--- src/rtl/sprite_pkg.sv ---
// Shared sizes, drawer states and the pattern-ROM address helper for the sprite row drawer.
package sprite_pkg;
    localparam int SPR_W    = 16;
    localparam int SCREEN_W = 640;
    localparam int PIX_W    = 8;

    localparam logic [PIX_W-1:0] TRANSPARENT_IDX = '0;

    typedef enum logic [1:0] {
        IDLE  = 2'd0,
        FETCH = 2'd1,
        DRAIN = 2'd2
    } draw_state_t;

    function automatic logic [15:0] make_rom_addr(input logic [7:0] frame,
                                                  input logic [3:0] row,
                                                  input logic [3:0] px);
        return {frame, row, px};
    endfunction
endpackage

--- src/rtl/sprite_row_drawer_if.sv ---
// Draw-request, pattern-ROM and line-buffer signals between the sprite front-end/memories and the drawer.
interface sprite_row_drawer_if;
    logic                         start_row;
    logic                         draw_req;
    logic [9:0]                   col_base;
    logic                         flip;
    logic [7:0]                   frame_id;
    logic [3:0]                   row_off;
    logic                         draw_done;
    logic [15:0]                  rom_addr;
    logic [sprite_pkg::PIX_W-1:0] rom_data;
    logic                         lb_we;
    logic [9:0]                   lb_addr;
    logic [sprite_pkg::PIX_W-1:0] lb_wdata;

    modport master (
        output start_row, draw_req, col_base, flip, frame_id, row_off, rom_data,
        input  draw_done, rom_addr, lb_we, lb_addr, lb_wdata
    );

    modport slave (
        input  start_row, draw_req, col_base, flip, frame_id, row_off, rom_data,
        output draw_done, rom_addr, lb_we, lb_addr, lb_wdata
    );
endinterface

--- src/rtl/sprite_cover_map.sv ---
// Per-column coverage bitmap: cleared per scanline, tested and set by line-buffer writes.
// Hit is combinational on the current address; set takes effect next cycle.
module sprite_cover_map
    import sprite_pkg::*;
(
    input  logic       clk,
    input  logic       reset,
    input  logic       i_clear,
    input  logic [9:0] i_addr,
    input  logic       i_set,
    output logic       o_hit
);
    logic [SCREEN_W-1:0] r_map;

    always_ff @(posedge clk) begin
        if (reset || i_clear) begin
            r_map <= '0;
        end else if (i_set && (i_addr < 10'(SCREEN_W))) begin
            r_map[i_addr] <= 1'b1;
        end
    end

    assign o_hit = (i_addr < 10'(SCREEN_W)) ? r_map[i_addr] : 1'b0;
endmodule

--- src/rtl/sprite_row_drawer.sv ---
// Renders one 16-pixel sprite row into the line buffer; busy a fixed 18 cycles per request, no queuing.
// SPRITE_PRIORITY_EN: earliest-drawn sprite wins overlapping columns via a per-scanline coverage map.
module sprite_row_drawer
    import sprite_pkg::*;
(
    input  logic              clk,
    input  logic              reset,
    sprite_row_drawer_if.slave bus
);
    draw_state_t r_state;
    draw_state_t w_next;

    logic [3:0]  r_cnt;
    logic [3:0]  r_wi;
    logic [9:0]  r_col;
    logic        r_flip;
    logic [7:0]  r_frame;
    logic [3:0]  r_row;
    logic        r_vld;

    logic [3:0]  w_px;
    logic [10:0] w_col;
    logic        w_base_we;
    logic        w_we;

    always_ff @(posedge clk) begin
        if (reset) begin
            r_state <= IDLE;
        end else begin
            r_state <= w_next;
        end
    end

    always_comb begin
        w_next = r_state;
        case (r_state)
            IDLE:    if (bus.draw_req) w_next = FETCH;
            FETCH:   if (r_cnt == 4'(SPR_W - 1)) w_next = DRAIN;
            DRAIN:   w_next = IDLE;
            default: w_next = IDLE;
        endcase
        if (bus.start_row) begin
            w_next = IDLE;
        end
    end

    always_ff @(posedge clk) begin
        if (reset) begin
            r_cnt   <= '0;
            r_wi    <= '0;
            r_col   <= '0;
            r_flip  <= 1'b0;
            r_frame <= '0;
            r_row   <= '0;
            r_vld   <= 1'b0;
        end else begin
            // r_wi trails r_cnt by one cycle to line up with the ROM read latency
            r_vld <= (r_state == FETCH) && !bus.start_row;
            r_wi  <= r_cnt;
            if ((r_state == IDLE) && bus.draw_req && !bus.start_row) begin
                r_col   <= bus.col_base;
                r_flip  <= bus.flip;
                r_frame <= bus.frame_id;
                r_row   <= bus.row_off;
                r_cnt   <= '0;
            end else if (r_state == FETCH) begin
                r_cnt <= r_cnt + 4'd1;
            end
        end
    end

    assign w_px         = r_flip ? (4'(SPR_W - 1) - r_cnt) : r_cnt;
    assign bus.rom_addr = make_rom_addr(r_frame, r_row, w_px);

    // 11-bit sum so sprites hanging past column 1023 clip instead of wrapping to the left edge
    assign w_col     = {1'b0, r_col} + {7'd0, r_wi};
    assign w_base_we = r_vld && (bus.rom_data != TRANSPARENT_IDX) && (w_col < 11'(SCREEN_W));

`ifdef SPRITE_PRIORITY_EN
    logic w_hit;

    sprite_cover_map u_cover (
        .clk     (clk),
        .reset   (reset),
        .i_clear (bus.start_row),
        .i_addr  (w_col[9:0]),
        .i_set   (w_we),
        .o_hit   (w_hit)
    );

    assign w_we = w_base_we && !w_hit;
`else
    assign w_we = w_base_we;
`endif

    assign bus.lb_we     = w_we;
    assign bus.lb_addr   = w_col[9:0];
    assign bus.lb_wdata  = bus.rom_data;
    assign bus.draw_done = (r_state == IDLE) && !bus.draw_req;
endmodule

--- src/flat_wrapper.sv ---
// flat-port wrapper written by rule: the top's interface ports become plain ports
module sprite_row_drawer_flat import sprite_pkg::*;
  (clk, reset, bus_start_row, bus_draw_req, bus_col_base, bus_flip, bus_frame_id, bus_row_off, bus_rom_data, bus_draw_done, bus_rom_addr, bus_lb_we, bus_lb_addr, bus_lb_wdata);
  sprite_row_drawer_if bus_i ();
  input  logic clk;
  input  logic reset;
  input wire logic [$bits(bus_i.start_row)-1:0] bus_start_row;
  input wire logic [$bits(bus_i.draw_req)-1:0] bus_draw_req;
  input wire logic [$bits(bus_i.col_base)-1:0] bus_col_base;
  input wire logic [$bits(bus_i.flip)-1:0] bus_flip;
  input wire logic [$bits(bus_i.frame_id)-1:0] bus_frame_id;
  input wire logic [$bits(bus_i.row_off)-1:0] bus_row_off;
  input wire logic [$bits(bus_i.rom_data)-1:0] bus_rom_data;
  output wire logic [$bits(bus_i.draw_done)-1:0] bus_draw_done;
  output wire logic [$bits(bus_i.rom_addr)-1:0] bus_rom_addr;
  output wire logic [$bits(bus_i.lb_we)-1:0] bus_lb_we;
  output wire logic [$bits(bus_i.lb_addr)-1:0] bus_lb_addr;
  output wire logic [$bits(bus_i.lb_wdata)-1:0] bus_lb_wdata;
  assign bus_i.start_row = bus_start_row;
  assign bus_i.draw_req = bus_draw_req;
  assign bus_i.col_base = bus_col_base;
  assign bus_i.flip = bus_flip;
  assign bus_i.frame_id = bus_frame_id;
  assign bus_i.row_off = bus_row_off;
  assign bus_i.rom_data = bus_rom_data;
  assign bus_draw_done = bus_i.draw_done;
  assign bus_rom_addr = bus_i.rom_addr;
  assign bus_lb_we = bus_i.lb_we;
  assign bus_lb_addr = bus_i.lb_addr;
  assign bus_lb_wdata = bus_i.lb_wdata;
  sprite_row_drawer u_core (.clk(clk), .reset(reset), .bus(bus_i));
endmodule
--- config.mk ---
export PLATFORM = sky130hd
export DESIGN_NAME = sprite_row_drawer_flat
export DESIGN_NICKNAME = d
export VERILOG_FILES = /design/src/rtl/sprite_pkg.sv /design/src/rtl/sprite_row_drawer_if.sv /design/src/rtl/sprite_cover_map.sv /design/src/rtl/sprite_row_drawer.sv /design/src/flat_wrapper.sv
export SDC_FILE = /design/constraint.sdc
export NUM_CORES = 1
export LEC_CHECK = 0
export CORE_MARGIN = 5
export CORE_UTILIZATION = 38
export DETAILED_ROUTE_END_ITERATION = 12
export PLACE_DENSITY = 0.76
export RECOVER_POWER = 25
export SLEW_MARGIN = 20
export SYNTH_ARGS = -nofsm -noshare
export SYNTH_HDL_FRONTEND = slang
export SYNTH_SLANG_ARGS = --single-unit
--- constraint.sdc ---
create_clock -name clk -period 2.1 [get_ports clk]
set_clock_uncertainty 0.05 [all_clocks]
set_input_delay 0.21 -clock clk [delete_from_list [all_inputs] [get_ports clk]]
set_output_delay 0.21 -clock clk [all_outputs]
set_load 0.05 [all_outputs]
==> summary.txt, run 1 <==
Outcome
  – Status: finished with violations
  – Failing checks: negative setup slack

Clock tree
  – Post-CTS Hold Buffers: 0
  – Clock Tree Root: clkbuf_8
  – Num CTS Buffers: 5
  – Worst-Skew Late Latency: 0.28 ns
  – Clock Sinks: 34
  – # H-tree levels: 2
  – Max clock buf depth: 2
  – Reg clk slew, reported paths: 0.06 ns
  – TritonCTS clock tree: built

Setup path
  – Reg2reg end: u_core.r_col[3]
  – WP data arrival: 2.34 ns
  – R2R Path Start: u_core.r_state[1]
  – Nature of the critical path endpoint: primary output
  – CP max FO: 3
  – Slowest CP cell: or3_4
  – Worst setup SP type: register
  – Worst-path cell chain: ha_4, fa_2, a211oi_4, buf_4, or3_4, a22o_1, a311oi_4, buf_12
  – Crit Path Class: register to primary output
  – R2R depth: 4
  – Required time of the critical path: 1.84 ns
  – Worst Setup SP: u_core.r_col[0]
  – CP max stage delay: 0.38 ns
  – Reg2Reg Setup Slack: 0.57 ns

STA
  – Worst Max-Slew Pin Slew: 1.38 ns
  – TNS Setup: -1.68 ns
  – RSZ-0062 raised after global routing: true
  – Final Max Tran Viols: 0
  – # setup viols final: 6
  – Period utilisation layout: 124%
  – Final WS setup: -0.496 ns
  – Fmax: 385 MHz
  – Relative slew slack: 7.73%
  – Hold Fails Final Rpt: 0
  – Fin crit period: 2.60 ns

Place
  – Final GP Congestion: 0.686
  – Port-buffer cells: 70
  – HPWL after DPL: 3.16 mm
  – Placed Cells: 309

Synthesis
  – Syn nets: 239
  – Yosys cell types: 35
  – Mapped Cells: 198
  – Syn Std Cell Area: 1640 sq um
  – Post-synth top flop: dfxtp_1
  – Post-synth ARST share: 0%
  – Seq/Total Area, Yosys: 41.5%
  – Yosys reg bits: 34
  – Post-synth EDFFs: 0
  – Yosys warning count: 0
  – Mean area per synthesized cell: 8.28 sq um

Drt
  – Routed vias/inst: 4.89
  – Uppermost layer routed: met4
  – Initial drt markers: 23
  – Drt total wl: 4.40 mm
  – Met2 WL post-DR: 2.20 mm
  – DRT antenna net count: 0
  – Routed metal-1 wirelength: 1.66 mm
  – DRC: 0
  – Met3 routed WL: 463 um
  – Vias after detailed routing: 1,575
  – WL per Instance: 13.7 um
  – DRT Pass-1 Iters: 4

Global route
  – GR Overflow Total: 0
  – First-pass GRT wire length: 6.67 mm
  – Initial antenna violation count: 0
  – Maximum number of pins on one net before global-route repair: 33
  – Number of global-route vias before repair: 1,524
  – Total GRT Usage: 15.4%

Floorplanning
  – Core Region: 4090 sq um
  – Die Width: 75.7 um
  – Die H: 75.7 um
  – Io pins: 71
  – FP Rows: 23
  – Die area: 5730 sq um
  – Initial core utilization: 40.1%

Power
  – Power Total: 1.58 mW
  – PwrDens: 574 nW/um^2
  – Worst VDD drop: 0.490 mV
  – Pleak: 1.07 nW

Hold path
  – Worst hold path class: register to register
  – Hold Path Origin: u_core.r_frame[7]
  – Hold Path Depth: 2
  – Hold EP: u_core.r_frame[7]

Final layout
  – Commonest cells after routing, fill and taps aside: 54 x nand2_1, 50 x clkdlybuf4s50_1, 28 x dfxtp_1, 24 x a21oi_1, 11 x buf_4
  – Layout cells sized above 1: 21.3%
  – FF/Latch Area: 688 sq um
  – Fill cells: 349
  – Final net count: 312
  – Most common cell after layout, fill and taps aside: nand2_1
  – Area of the multi-input gates: 995 sq um
  – # diodes: 0
  – Non-Filler Instances: 322
  – Layout area overhead: 67.9%

Run
  – Max cap viols: 0
-- worst max-delay path: cells and delay by family, from the launching register on --
kind / cells / cell delay, ns
AND/OR/NAND/NOR: 1 / 0.38
buffers and inverters: 2 / 0.31
AO/OA/AOI/OAI: 3 / 0.64
adder cells (fa/ha/maj): 2 / 0.38
flip-flops: 1 / 0.35
-- final cells by class --
cell class / instances / share of cell area [%]
clock buffer: 7 / 3.14
clock inverter: 1 / 0.182
inverter: 3 / 0.409
multi-input combinational: 141 / 36.1
sequential: 34 / 25.0
tap: 50 / 2.27
timing repair buffer: 86 / 32.9
-- through the flow --
step,worst slack (ns),hold slack [ns],util [%],cell area (sq um)
after global routing,-0.553,0.410,67.4,2750
after detailed placement,-0.270,0.397,61.7,2520
after global placement,-0.186,0.391,61.7,2520
after floorplan,-0.266,0.232,-,1700
final,-0.496,0.403,67.4,2750
after CTS,-0.551,0.405,66.6,2720
-- worst max path at each step --
stage                      endpoint  depth (start not counted)
after global routing      bus_lb_we                          7
final                     bus_lb_we                          8
after detailed placement  bus_lb_we                          7
after floorplan           bus_lb_we                          6
after CTS                 bus_lb_we                          7
after global placement    bus_lb_we                          7
-- power by group --
part / switching [mW] / leakage, nW / total [mW] / internal, mW
registers: 0.0258 / 0.279 / 0.697 / 0.671
logic: 0.220 / 0.747 / 0.396 / 0.176
clock network: 0.223 / 0.0482 / 0.487 / 0.264
-- kinds of logic (layout without fill, tap and decap cells) --
kind of cell               count (synthesis)  count (layout)  share of synthesized area [%]
AOI/OAI and AO/OA                         37              37                           13.5
muxes                                      1               1                          0.611
and+or+nand+nor                           82              82                           23.6
xor gates and xnor gates                  15              15                           8.02
buffers and inverters                     23              97                           7.71
DFF                                       34              34                           41.5
adders and majority gates                  6               6                           5.04
-- synth_stat cells (2+ instances only) --
| cell type | instances | area share (%) |
|---|---|---|
| nand4_1 | 4 | 1.5 |
| a21oi_1 | 26 | 7.9 |
| a21o_1 | 2 | 0.92 |
| inv_1 | 3 | 0.69 |
| nor2b_1 | 5 | 1.9 |
| dfxtp_1 | 34 | 42 |
| nor3_1 | 5 | 1.5 |
| buf_2 | 5 | 1.5 |
| ha_1 | 5 | 3.8 |
| xor2_1 | 9 | 4.8 |
| buf_4 | 9 | 4.1 |
| xnor2_1 | 6 | 3.2 |
| nor4_1 | 2 | 0.76 |
| nor2_1 | 4 | 0.92 |
| nand2_1 | 54 | 12 |
| clkbuf_1 | 6 | 1.4 |
-- timing repair --
item / 4_1_cts / 5_1_grt
pin swaps: 14 / 11
gates resized for setup: 19 / 6
setup endpoints to repair: 7 / 8
setup buffers: 2 / 3
-- registers in the layout, summed over array words and instances, names as in the netlist --
name and count:
u_core.r_wi 4, u_core.r_cnt 4, u_core.r_flip 1, u_core.r_col 10, u_core.r_vld 1, u_core.r_state 2, u_core.r_row 4, u_core.r_frame 8
-- metal layers --
layer	vias up	GRT usage [%]
met2	57	27.8
met3	10	5.54
met4	0	5.24
li1	796	-
met1	712	16.7
met5	-	0
No activity file was read; power rests on OpenSTA's default activity.
==> inputs of run 2 (changes only) <==
--- a/config.mk
+++ b/config.mk
@@ -10,6 +10,7 @@
 export DETAILED_ROUTE_END_ITERATION = 12
 export PLACE_DENSITY = 0.76
 export RECOVER_POWER = 25
+export REMOVE_ABC_BUFFERS = 1
 export SLEW_MARGIN = 20
 export SYNTH_ARGS = -nofsm -noshare
 export SYNTH_HDL_FRONTEND = slang
==> run 2 against run 1 <==
  * Routed wire length rose by 1.7%
  * Clock power rose by 14%
  * Register-to-register slack better by 0.07 ns
  * Sequential power about the same
  * Worst hold slack gained 0.0011 ns
  * Via count rose by 1.1%
  * The run still ends with negative setup slack left
  * Flip-flop and latch count unchanged
  * Largest power group unchanged
  * Combinational power barely moved
  * Non-clock buffer count grew 4
  * First-iteration DRC count up 83%
  * Total power rose by 4.1%
==> summary.txt, run 2 (synthesis results as in run 1) <==
Outcome
  – Status: finished with violations (unchanged)
  – Failing checks: negative setup slack (unchanged)

Global route
  – Initial antenna violation count: 0 (unchanged)
  – Maximum number of pins on one net before global-route repair: 25 (was 33)
  – GR Overflow Total: 0 (unchanged)
  – Number of global-route vias before repair: 1,547 (was 1,524)
  – First-pass GRT wire length: 6.66 mm (was 6.67 mm)
  – Total GRT Usage: 15.2% (was 15.4%)

Floorplanning
  – Die area: 5730 sq um (unchanged)
  – Die H: 75.7 um (unchanged)
  – Die Width: 75.7 um (unchanged)
  – Io pins: 71 (unchanged)
  – Initial core utilization: 40.1% (unchanged)
  – Core Region: 4090 sq um (unchanged)
  – FP Rows: 23 (unchanged)

Setup path
  – Required time of the critical path: 1.84 ns (about the same)
  – Crit Path Class: register to primary output (unchanged)
  – CP max FO: 2 (was 3)
  – WP data arrival: 2.31 ns (was 2.34 ns)
  – Nature of the critical path endpoint: primary output (unchanged)
  – Worst setup SP type: register (unchanged)

Final layout
  – Layout cells sized above 1: 21.0% (was 21.3%)
  – Finished Core Util: 67.9% (was 67.4%)
  – Regs by FF count: u_core.r_col (10), u_core.r_frame (8) (unchanged)
  – Commonest cells after routing, fill and taps aside: 54 x nand2_1, 50 x clkdlybuf4s50_1, 31 x dfxtp_1, 24 x a21oi_1, 13 x buf_4 (was 54 x nand2_1, 50 x clkdlybuf4s50_1, 28 x dfxtp_1, 24 x a21oi_1, 11 x buf_4)
  – Layout area overhead: 69.4% (was 67.9%)
  – Max reg flops: 10 (unchanged)
  – Largest register by flop count: u_core.r_col (unchanged)
  – # diodes: 0 (unchanged)
  – Final net count: 316 (was 312)
  – Fill cells: 358 (was 349)
  – Most common cell after layout, fill and taps aside: nand2_1 (unchanged)

STA
  – Worst Max-Slew Pin Slew: 0.628 ns (was 1.38 ns)
  – Final Max Tran Viols: 0 (unchanged)
  – RSZ-0062 raised after global routing: true (unchanged)
  – Period utilisation layout: 123% (was 124%)
  – Fin crit period: 2.57 ns (was 2.60 ns)
  – Final WS setup: -0.473 ns (was -0.496 ns)
  – Hold Slack: 0.404 ns (was 0.403 ns)
  – # setup viols final: 8 (was 6)
  – Hold Fails Final Rpt: 0 (unchanged)
  – Fmax: 389 MHz (was 385 MHz)
  – Relative slew slack: 58.3% (was 7.73%)
  – TNS Setup: -1.64 ns (was -1.68 ns)

Clock tree
  – Reg clk slew, reported paths: 0.06 ns (about the same)
  – Post-CTS Hold Buffers: 0 (unchanged)
  – Clock Tree Root: clkbuf_8 (unchanged)
  – Worst-Skew Late Latency: 0.28 ns (about the same)
  – Max clock buf depth: 2 (unchanged)
  – TritonCTS clock tree: built (unchanged)
  – Num CTS Buffers: 5 (unchanged)
  – # H-tree levels: 2 (unchanged)
  – Clock Sinks: 34 (unchanged)

Drt
  – Drt total wl: 4.47 mm (was 4.40 mm)
  – Vias after detailed routing: 1,592 (was 1,575)
  – DRT antenna net count: 0 (unchanged)
  – DRT Pass-1 Iters: 4 (unchanged)
  – Initial drt markers: 42 (was 23)
  – WL per Instance: 13.7 um (about the same)
  – Routed vias/inst: 4.88 (was 4.89)
  – DRC: 0 (unchanged)

Place
  – Final GP Congestion: 0.772 (was 0.686)
  – Port-buffer cells: 70 (unchanged)
  – HPWL after DPL: 3.05 mm (was 3.16 mm)
  – Worst slack at placement: -0.394 ns (was -0.270 ns)

Hold path
  – Worst hold path class: register to register (unchanged)

Power
  – Power Total: 1.64 mW (was 1.58 mW)
  – Worst VDD drop: 0.458 mV (was 0.490 mV)
  – PwrDens: 592 nW/um^2 (was 574 nW/um^2)
  – Pleak: 1.12 nW (was 1.07 nW)

Run
  – Max cap viols: 0 (unchanged)
[run 2: per-stage QoR]
step,std cells,cell area [sq um]
after floorplan,178,1520
after global placement,310,2470
after detailed placement,310,2470
after CTS,321,2730
after global routing,326,2780
final,326,2780
[run 2: routing by layer]
layer / global-route usage (%) / wire (um) / vias to the layer above
met3: 5.54 / 510 / 6
met1: 15.9 / 1590 / 702
met4: 4.47 / 40 / 0
met5: 0 / 0 / -
met2: 28.4 / 2330 / 74
li1: - / - / 810
[run 2: final cells by class]
cell class                 count  area, sq um  share of cell area, %
tap                           50         62.6                   2.25
inverter                       3         11.3                  0.406
timing repair buffer          90          958                   34.5
clock buffer                   8          110                   3.97
sequential                    34          687                   24.7
multi-input combinational    141          947                   34.1
[run 2: worst max-delay path: stages, from the launching register on]
cell and delay [ns]:
dfxtp_2 0.33, ha_4 0.16, fa_2 0.35, a211oi_2 0.26
o311ai_1 0.15, a221o_1 0.33, a311oi_2 0.27, buf_12 0.18
[run 2: repair_timing]
item / in CTS / in global routing
cloned: 0 / 0
resized for setup: 23 / 14
endpoints found under the setup margin: 7 / 9
pin swaps: 12 / 10
setup buffers: 3 / 8
[run 2: power by group]
| part | leakage [nW] | internal (mW) | switching, mW |
|---|---|---|---|
| Combinational | 0.788 | 0.176 | 0.219 |
| Clock | 0.0575 | 0.331 | 0.224 |
| Sequential | 0.278 | 0.670 | 0.0253 |
| Total | 1.12 | 1.18 | 0.468 |
[run 2: final timing paths]
check | start | cells past startpoint | endpoint | slack [ns]
max | u_core.r_col[0] | 7 | bus_lb_we | -0.47
min | u_core.r_row[2] | 2 | u_core.r_row[2] | 0.40
max reg2reg | u_core.r_state[1] | 4 | u_core.r_col[1] | 0.64
min reg2reg | u_core.r_row[2] | 2 | u_core.r_row[2] | 0.40
